[src/rtl/keyctrl_pkg.sv]
// keyctrl_pkg: shared scancodes, decode FSM states and key_held bit indices for pong_key_decoder.
package keyctrl_pkg;
  localparam logic [7:0] SC_EXT   = 8'hE0;
  localparam logic [7:0] SC_BRK   = 8'hF0;
  localparam logic [7:0] SC_W     = 8'h1D;
  localparam logic [7:0] SC_S     = 8'h1B;
  localparam logic [7:0] SC_SPACE = 8'h29;
  localparam logic [7:0] SC_UP    = 8'h75;
  localparam logic [7:0] SC_DOWN  = 8'h72;
  typedef enum logic [1:0] {ST_IDLE, ST_EXT, ST_BRK, ST_EXT_BRK} state_e;
  localparam int KH_W     = 0;
  localparam int KH_S     = 1;
  localparam int KH_UP    = 2;
  localparam int KH_DOWN  = 3;
  localparam int KH_SPACE = 4;
endpackage

[src/rtl/keycode_sync.sv]
// keycode_sync: synchronises the rolling scancode word, waits for it to hold steady and emits each newly accepted byte.
// Ports: clk, rst (sync active-high), keycode_in[31:0] (async), acc_byte[7:0] (newest byte of accepted word), acc_strobe (one-cycle pulse per decoded byte).
module keycode_sync #(
  parameter int STABLE_CYCLES = 4
) (
  input  logic        clk,
  input  logic        rst,
  input  logic [31:0] keycode_in,
  output logic [7:0]  acc_byte,
  output logic        acc_strobe
);
  localparam int SW = $clog2(STABLE_CYCLES + 1);
  localparam logic [SW-1:0] STAB_MAX = SW'(STABLE_CYCLES);
  logic [31:0] meta_q, s_q, last_word_q, last_word_d;
  logic [SW-1:0] stab_cnt_q, stab_cnt_d;
  logic primed_q, primed_d, accept;
  logic [7:0] byte_q, byte_d;
  logic strobe_q, strobe_d;
  // meta_q is the value s takes next edge, so comparing it with s_q tracks "s equals previous s" one cycle early
  always_comb begin
    stab_cnt_d = (meta_q != s_q) ? '0 : (stab_cnt_q == STAB_MAX) ? stab_cnt_q : stab_cnt_q + 1'b1;
    accept = (stab_cnt_q != STAB_MAX) && (stab_cnt_d == STAB_MAX) && (s_q != last_word_q);
    last_word_d = accept ? s_q : last_word_q;
    primed_d = primed_q | accept;
    strobe_d = accept & primed_q;
    byte_d = accept ? s_q[7:0] : byte_q;
  end
  always_ff @(posedge clk) begin
    if (rst) begin
      meta_q <= '0;
      s_q <= '0;
      stab_cnt_q <= '0;
      last_word_q <= '0;
      primed_q <= 1'b0;
      byte_q <= '0;
      strobe_q <= 1'b0;
    end else begin
      meta_q <= keycode_in;
      s_q <= meta_q;
      stab_cnt_q <= stab_cnt_d;
      last_word_q <= last_word_d;
      primed_q <= primed_d;
      byte_q <= byte_d;
      strobe_q <= strobe_d;
    end
  end
  assign acc_byte = byte_q;
  assign acc_strobe = strobe_q;
endmodule

[src/rtl/pong_key_decoder.sv]
// pong_key_decoder: turns the PS/2 rolling scancode word into held-key flags and resolved Pong paddle/serve commands.
// Ports: clk, rst (sync active-high), keycode_in[31:0] (async rolling word, [7:0] newest); outputs left_up, left_down,
// right_up, right_down, serve (pulse), byte_strobe (pulse per decoded byte), key_held[4:0] = {space, down, up, s, w}.
// Build option KEYCTRL_LAST_WINS_EN: when both keys of a pair are held the most recently made one drives; otherwise neutral.
module pong_key_decoder
  import keyctrl_pkg::*;
#(
  parameter int STABLE_CYCLES = 4,
  parameter int TIMEOUT_CYCLES = 2000000
) (
  input  logic        clk,
  input  logic        rst,
  input  logic [31:0] keycode_in,
  output logic        left_up,
  output logic        left_down,
  output logic        right_up,
  output logic        right_down,
  output logic        serve,
  output logic        byte_strobe,
  output logic [4:0]  key_held
);
  localparam int TW = $clog2(TIMEOUT_CYCLES);
  localparam logic [TW-1:0] TMO_LAST = TW'(TIMEOUT_CYCLES - 1);
  logic [7:0] rx_byte;
  logic rx_strobe;
  keycode_sync #(.STABLE_CYCLES(STABLE_CYCLES)) u_sync (
    .clk(clk),
    .rst(rst),
    .keycode_in(keycode_in),
    .acc_byte(rx_byte),
    .acc_strobe(rx_strobe)
  );
  state_e state_q, state_d;
  logic [TW-1:0] tmo_cnt_q, tmo_cnt_d;
  logic [4:0] held_q, held_d, hit;
  logic ext, brk, make;
  logic left_up_q, left_up_d, left_down_q, left_down_d;
  logic right_up_q, right_up_d, right_down_q, right_down_d;
  logic serve_q, serve_d, byte_strobe_q;
  // hit marks the held flag addressed by a non-prefix byte; prefixes never match a key code so need no extra gating
  always_comb begin
    ext = (state_q == ST_EXT) || (state_q == ST_EXT_BRK);
    brk = (state_q == ST_BRK) || (state_q == ST_EXT_BRK);
    hit = '0;
    hit[KH_W] = rx_strobe && !ext && rx_byte == SC_W;
    hit[KH_S] = rx_strobe && !ext && rx_byte == SC_S;
    hit[KH_SPACE] = rx_strobe && !ext && rx_byte == SC_SPACE;
    hit[KH_UP] = rx_strobe && ext && rx_byte == SC_UP;
    hit[KH_DOWN] = rx_strobe && ext && rx_byte == SC_DOWN;
    make = rx_strobe && !brk;
    held_d = brk ? (held_q & ~hit) : (held_q | hit);
    serve_d = make && hit[KH_SPACE] && !held_q[KH_SPACE];
    state_d = !rx_strobe ? ((state_q != ST_IDLE && tmo_cnt_q == TMO_LAST) ? ST_IDLE : state_q)
            : (rx_byte == SC_EXT) ? (brk ? ST_EXT_BRK : ST_EXT)
            : (rx_byte == SC_BRK) ? (ext ? ST_EXT_BRK : ST_BRK)
            : ST_IDLE;
    tmo_cnt_d = (rx_strobe || state_d == ST_IDLE) ? '0 : tmo_cnt_q + 1'b1;
  end
`ifdef KEYCTRL_LAST_WINS_EN
  logic last_s_q, last_s_d, last_down_q, last_down_d;
  // last_*_q = 1 when the down-direction key of the pair was made most recently
  always_comb begin
    last_s_d = (make && hit[KH_S]) ? 1'b1 : (make && hit[KH_W]) ? 1'b0 : last_s_q;
    last_down_d = (make && hit[KH_DOWN]) ? 1'b1 : (make && hit[KH_UP]) ? 1'b0 : last_down_q;
    left_up_d = held_d[KH_W] & (~held_d[KH_S] | ~last_s_d);
    left_down_d = held_d[KH_S] & (~held_d[KH_W] | last_s_d);
    right_up_d = held_d[KH_UP] & (~held_d[KH_DOWN] | ~last_down_d);
    right_down_d = held_d[KH_DOWN] & (~held_d[KH_UP] | last_down_d);
  end
  always_ff @(posedge clk) begin
    if (rst) begin
      last_s_q <= 1'b0;
      last_down_q <= 1'b0;
    end else begin
      last_s_q <= last_s_d;
      last_down_q <= last_down_d;
    end
  end
`else
  always_comb begin
    left_up_d = held_d[KH_W] & ~held_d[KH_S];
    left_down_d = held_d[KH_S] & ~held_d[KH_W];
    right_up_d = held_d[KH_UP] & ~held_d[KH_DOWN];
    right_down_d = held_d[KH_DOWN] & ~held_d[KH_UP];
  end
`endif
  always_ff @(posedge clk) begin
    if (rst) begin
      state_q <= ST_IDLE;
      tmo_cnt_q <= '0;
      held_q <= '0;
      left_up_q <= 1'b0;
      left_down_q <= 1'b0;
      right_up_q <= 1'b0;
      right_down_q <= 1'b0;
      serve_q <= 1'b0;
      byte_strobe_q <= 1'b0;
    end else begin
      state_q <= state_d;
      tmo_cnt_q <= tmo_cnt_d;
      held_q <= held_d;
      left_up_q <= left_up_d;
      left_down_q <= left_down_d;
      right_up_q <= right_up_d;
      right_down_q <= right_down_d;
      serve_q <= serve_d;
      byte_strobe_q <= rx_strobe;
    end
  end
  assign left_up = left_up_q;
  assign left_down = left_down_q;
  assign right_up = right_up_q;
  assign right_down = right_down_q;
  assign serve = serve_q;
  assign byte_strobe = byte_strobe_q;
  assign key_held = held_q;
endmodule

[config.mk]
export PLATFORM = sky130hd
export DESIGN_NAME = pong_key_decoder
export DESIGN_NICKNAME = d
export VERILOG_FILES = /design/src/rtl/keyctrl_pkg.sv /design/src/rtl/keycode_sync.sv /design/src/rtl/pong_key_decoder.sv
export SDC_FILE = /design/constraint.sdc
export NUM_CORES = 1
export LEC_CHECK = 0
export BUFFER_PORTS_ARGS = -buffer_cell sky130_fd_sc_hd__buf_2
export CAP_MARGIN = 10
export CORE_MARGIN = 3
export CORE_UTILIZATION = 64
export CTS_CLUSTER_SIZE = 16
export DETAILED_ROUTE_END_ITERATION = 10
export PLACE_DENSITY = 0.9
export SYNTH_ARGS = -nofsm -noshare
export SYNTH_HDL_FRONTEND = slang
export SYNTH_SLANG_ARGS = --single-unit
[constraint.sdc]
create_clock -name clk -period 5.2 [get_ports clk]
set_input_delay 0.52 -clock clk [delete_from_list [all_inputs] [get_ports clk]]
set_output_delay 0.52 -clock clk [all_outputs]
set_load 0.01 [all_outputs]
# Word-level counts from Yosys, hierarchy flattened
# Cells that the tools add are included.
[totals] regBits=143 elab_cells=78
[classes] addsub=2 n_eq_ne=16 muxes=9 n_bitwise=13 reduce_logical=22
[ops] op="32-bit != test" n=2
[ops] op="21-bit by 1-bit adder with 21-bit output (second input constant)" n=1
[ops] op="21-bit equality test (second input constant)" n=1
[ops] op="8-bit by 5-bit equality test with 1-bit output (second input constant)" n=2
[ops] op="8-bit by 7-bit equality test with 1-bit output (second input constant)" n=2
[ops] op="8-bit equality test (second input constant)" n=2
[ops] op="1-bit logical AND" n=13
[ops] op="2-bit 2-to-1 mux" n=5
[ops] op="8-bit by 6-bit equality test with 1-bit output (second input constant)" n=1
[ops] op="3-bit equality test (second input constant)" n=2
[ops] op="3-bit 2-to-1 mux" n=2
[ops] op="1-bit bitwise AND" n=5
[ops] op="5-bit bitwise AND" n=1
[ops] op="5-bit 2-to-1 mux" n=1
[ops] op="5-bit inverter" n=1
[ops] op="5-bit bitwise OR" n=1
[ops] op="2-bit equality test (second input constant)" n=2
[ops] op="1-bit inverter" n=4
[ops] op="3-bit by 1-bit adder with 3-bit output (second input constant)" n=1
[ops] op="1-bit zero test" n=3
[ops] op="1-bit logical OR" n=3
[ops] op="3-bit != test (second input constant)" n=1
[ops] op="2-bit by 1-bit equality test with 1-bit output (second input constant)" n=1
[ops] op="2-bit zero test" n=1
[ops] op="other kinds (4)" n=4

# Longest topological paths before layout
[depth] word_depth=10 ltp_mapped=7

# By module
# From an unflattened synthesis, not the netlist that was laid out.
[hier_totals] cells_unflattened=553 area_unflattened_um2=5642.9
[by_module_without_submodules] mod="keycode_sync" n_inst=1 cells_each=392 area_per_inst_um2=4147.7
[by_module_without_submodules] mod="pong_key_decoder" n_inst=1 cells_each=161 area_per_inst_um2=1495.2

# Least setup slack after synthesis
# No wires, ideal clock.
[synth_timing] path_kind="flip-flop to flip-flop" from="register u_sync.s_q[6]" to="register u_sync.last_word_q[10]" t_arrival_ps=1830 required_ps=5128 path_slack_ps=3298 stages_incl_launch_ff=8 n_path_buf=1 period_less_slack_ps=1902 cell_sequence="dfxtp_1 -> xnor2_1 -> nand4_1 -> nor4_1 -> nand2_1 -> a2111oi_4 -> buf_6 -> mux2i_1"
[synth_between] elab_chain_cells=5 elab_cells_between_ends=6 classes_between="3 x eq/ne; 1 x mux; 2 x reduce/logical"
[synth_rtl] element="start, declared" line="keycode_sync.sv:14" source="logic [31:0] meta_q, s_q, last_word_q, last_word_d;"
[synth_rtl] element="start signal, assigned" line="keycode_sync.sv:39" source="s_q <= meta_q;"
[synth_rtl] element="32-bit != test" line="keycode_sync.sv:21" source="stab_cnt_d = (meta_q != s_q) ? '0 : (stab_cnt_q == STAB_MAX) ? stab_cnt_q : stab_cnt_q + 1'b1;"
[synth_rtl] element="3-bit 2-to-1 mux" line="keycode_sync.sv:21"
[synth_rtl] element="3-bit equality test" line="keycode_sync.sv:22" source="accept = (stab_cnt_q != STAB_MAX) && (stab_cnt_d == STAB_MAX) && (s_q != last_word_q);"
[synth_rtl] element="1-bit logical AND" line="keycode_sync.sv:22"
[synth_rtl] element="1-bit logical AND *" line="keycode_sync.sv:22"
[synth_rtl] element="end signal, assigned" line="keycode_sync.sv:41" source="last_word_q <= last_word_d;"
[synth_rtl] element="end, declared" line="keycode_sync.sv:14"
# Mark *: on every way between the ends. The rest lies on a longest branch, timed or not.
# A chain may end at the register's enable or synchronous reset.

# Final worst setup path
[layout_timing] from="register u_sync.s_q[29]" to="register u_sync.last_word_q[16]"
# The elaborated chain is that of the path after synthesis.

==> results.py <==
metrics = {
    "run_status": {
        "outcome": "complete, no violations",
    },
    "synthesis": {
        "ys_top_cells_by_area": "dfxtp_1 49%, xnor2_1 11%, nor2b_1 7.6%, nand2b_1 6.7%, mux2i_1 6.6%",
        "ys_seq_elements": 135,
        "ys.flop_type": "dfxtp_1",
        "synth_top_area_share": 0.491,
        "synthArstFlopShare": 0,
        "synth_edf_count": 0,
        "postSynthCellCount": 543,
        "synth_most_common_cell": "dfxtp_1",
        "synth_nets": 580,
        "syn_avg_cell_area_um2": 10.1,
        "yosysTopAreaCell": "dfxtp_1",
        "syn-cell-area_um2": 5500,
        "ys_seq_area_frac": 0.491,
        "yosys_warnings": 0,
        "synth_cell_types": 35,
        "netlist_top_cells_count": "135 x dfxtp_1, 71 x xnor2_1, 67 x nor2b_1",
    },
    "timing": {
        "clock_skew_ns": 0.00875,
        "finalHoldViolCount": 0,
        "max_freq_ghz": 0.391,
        "finalSetupTns_ns": 0,
        "setup_viol": 0,
        "tightestPinTransition_ns": 1.13,
        "timing.final.ws_setup_ns": 2.64,
        "final_max_slew_viol_count": 0,
        "max_slew_margin": 0.246,
        "fin_crit_sh": 0.492,
        "period_minus_slack_ns": 2.56,
        "rsz0062_at_grt": "no",
    },
    "cts": {
        "cts_max_level": 4,
        "clk_path_buf_depth": 2,
        "cts_hold_buf": 0,
        "worstSkewPairLatency_ns": 0.53,
        "cts_buffers": 17,
        "cts_tree": "done",
        "post_cts_buffers": 0,
        "clkSlewWorstSetupHoldPaths_ns": 0.07,
        "root_buffer": "clkbuf_8",
        "cts.sinks": 135,
        "cts_resized": 0,
    },
    "routing": {
        "vias": 3785,
        "wl_per_cell_um": 15.6,
        "drt_first_pass_iters": 4,
        "drt_iter0_markers": 203,
        "drc_errors": 0,
        "wl_um": 11000,
        "via_per_inst": 5.38,
        "antenna_left": 0,
    },
    "finish": {
        "n_antenna_cell": 0,
        "nets": 623,
        "fillerInstances": 518,
        "fin_cells": 704,
        "drive_above_1_share": 0.135,
        "area_growth_syn_to_layout_pct": 15.5,
        "final_area_um2": 6350,
    },
    "floorplan": {
        "rows": 33,
        "die_w_um": 98.7,
        "core_um2": 8300,
        "start_util": 0.663,
        "die_h_um": 98.7,
        "num_io_pins": 45,
        "die_area_um2": 9740,
    },
    "grt": {
        "grt_pass1_vias": 3820,
        "antenna_found_initial": 0,
        "grt_max_degree": 144,
        "globalRoute.totalOverflow": 0,
        "grt_pass1_wl_um": 18100,
        "grt_usage": 0.239,
    },
    "job": {
        "maxCapViolCount": 0,
    },
    "critical_path": {
        "arrival_ns": 3.00,
        "worstPathCellList": "xnor2_1, nand4_1, nor4_1, nand2_1, a2111oi_4, buf_4, mux2i_1",
        "slowest_stage": "buf_4",
        "slowest_delay_ns": 0.53,
        "cp.required_ns": 5.64,
        "crit_type": "reg -> reg",
        "startpoint_type": "flip-flop",
        "endpoint_kind": "flip-flop",
        "cp_max_fo": 34,
    },
    "place": {
        "gp_congestion": 0.830,
        "hpwl_um": 7050,
        "place_area_um2": 5750,
        "port_buffers": 44,
        "dp_slack_ns": 2.74,
        "placedCellCount": 672,
    },
    "power": {
        "ir_drop_uv": 263,
        "p_per_area_nw_per_um2": 375,
        "leakagePower_nw": 2.22,
    },
    "worst_hold_path": {
        "hold_class": "in -> reg",
    },
}
## routing by layer
| layer | vias up | share of wire | GRT usage |
|---|---|---|---|
| li1 | 1875 | - | - |
| met1 | 1792 | 0.42 | 0.284 |
| met2 | 90 | 0.51 | 0.403 |
| met3 | 28 | 0.042 | 0.0545 |
| met4 | 0 | 0.030 | 0.124 |
| met5 | - | 0 | 0 |
## cells in the final DEF (no fill, tap or decap), drive strengths merged, types with 11 or more instances in the layout
cell type / netlist / routed
dfxtp: 135 / 135
xnor2: 71 / 71
nor2b: 67 / 67
nand2b: 59 / 59
buf: 5 / 45
nor2: 39 / 39
mux2i: 36 / 36
nand4: 23 / 23
clkbuf: 16 / 17
inv: 7 / 15
xor2: 11 / 11
## cell type report
| cell class | count | area (µm²) | share of cell area |
|---|---|---|---|
| repair buffers | 45 | 230 | 0.0363 |
| flip-flops and latches | 135 | 2700 | 0.426 |
| clock inverters | 15 | 184 | 0.0290 |
| clock buffers | 17 | 414 | 0.0652 |
| inverters | 7 | 26.3 | 0.00414 |
| multi-input cells | 380 | 2660 | 0.419 |
| well taps | 105 | 131 | 0.0207 |
## critical path: cells and delay by family (launching register included)
kind                      cells  cell delay [ns]
DFF                           1             0.34
buffers and inverters         1             0.53
muxes                         1             0.32
xor gates and xnor gates      1             0.23
AOI/OAI and AO/OA             1             0.24
and+or+nand+nor               3             0.79
## metrics by stage
step,power (mW),util,hold WS (ns)
2_1_floorplan,1.17,-,0.438
3_3_place_gp,1.19,0.693,0.439
3_5_place_dp,1.20,0.693,0.452
4_1_cts,2.39,0.765,0.182
5_1_grt,2.45,0.765,0.198
6_report,2.38,0.765,0.190
## worst paths after layout
check	end	from	cells past startpoint	slack [ns]
worst min-delay path	u_sync.meta_q[31]$_SDFF_PP0_	keycode_in[31]	2	0.19
worst max register to register	u_sync.last_word_q[16]$_SDFFE_PP0P_	u_sync.s_q[29]$_SDFF_PP0_	7	2.64
worst min register to register	u_sync.primed_q$_SDFF_PP0_	u_sync.primed_q$_SDFF_PP0_	1	0.47
worst max-delay path	u_sync.last_word_q[16]$_SDFFE_PP0P_	u_sync.s_q[29]$_SDFF_PP0_	7	2.64
## registers in the layout, indices dropped and copies added (netlist names), 2 cells and up, named ones only
name	cells
u_sync.meta_q	32
u_sync.acc_byte	7
u_sync.last_word_q	25
state_q	2
u_sync.stab_cnt_q	3
tmo_cnt_q	21
key_held	4
u_sync.s_q	32
## cell families after synthesis
group / synth area share
adder cells (fa/ha/maj): 0.00683
AND/OR/NAND/NOR: 0.264
XOR/XNOR: 0.131
multiplexers: 0.0655
AO/OA/AOI/OAI: 0.0171
flip-flops: 0.491
buffers and inverters: 0.0246
## power breakdown
part | internal, mW | switching, mW
combinational | 0.0544 | 0.0434
clock | 0.704 | 0.497
sequential | 1.06 | 0.0217
total | 1.82 | 0.562
No activity file was read; power rests on OpenSTA's default activity.
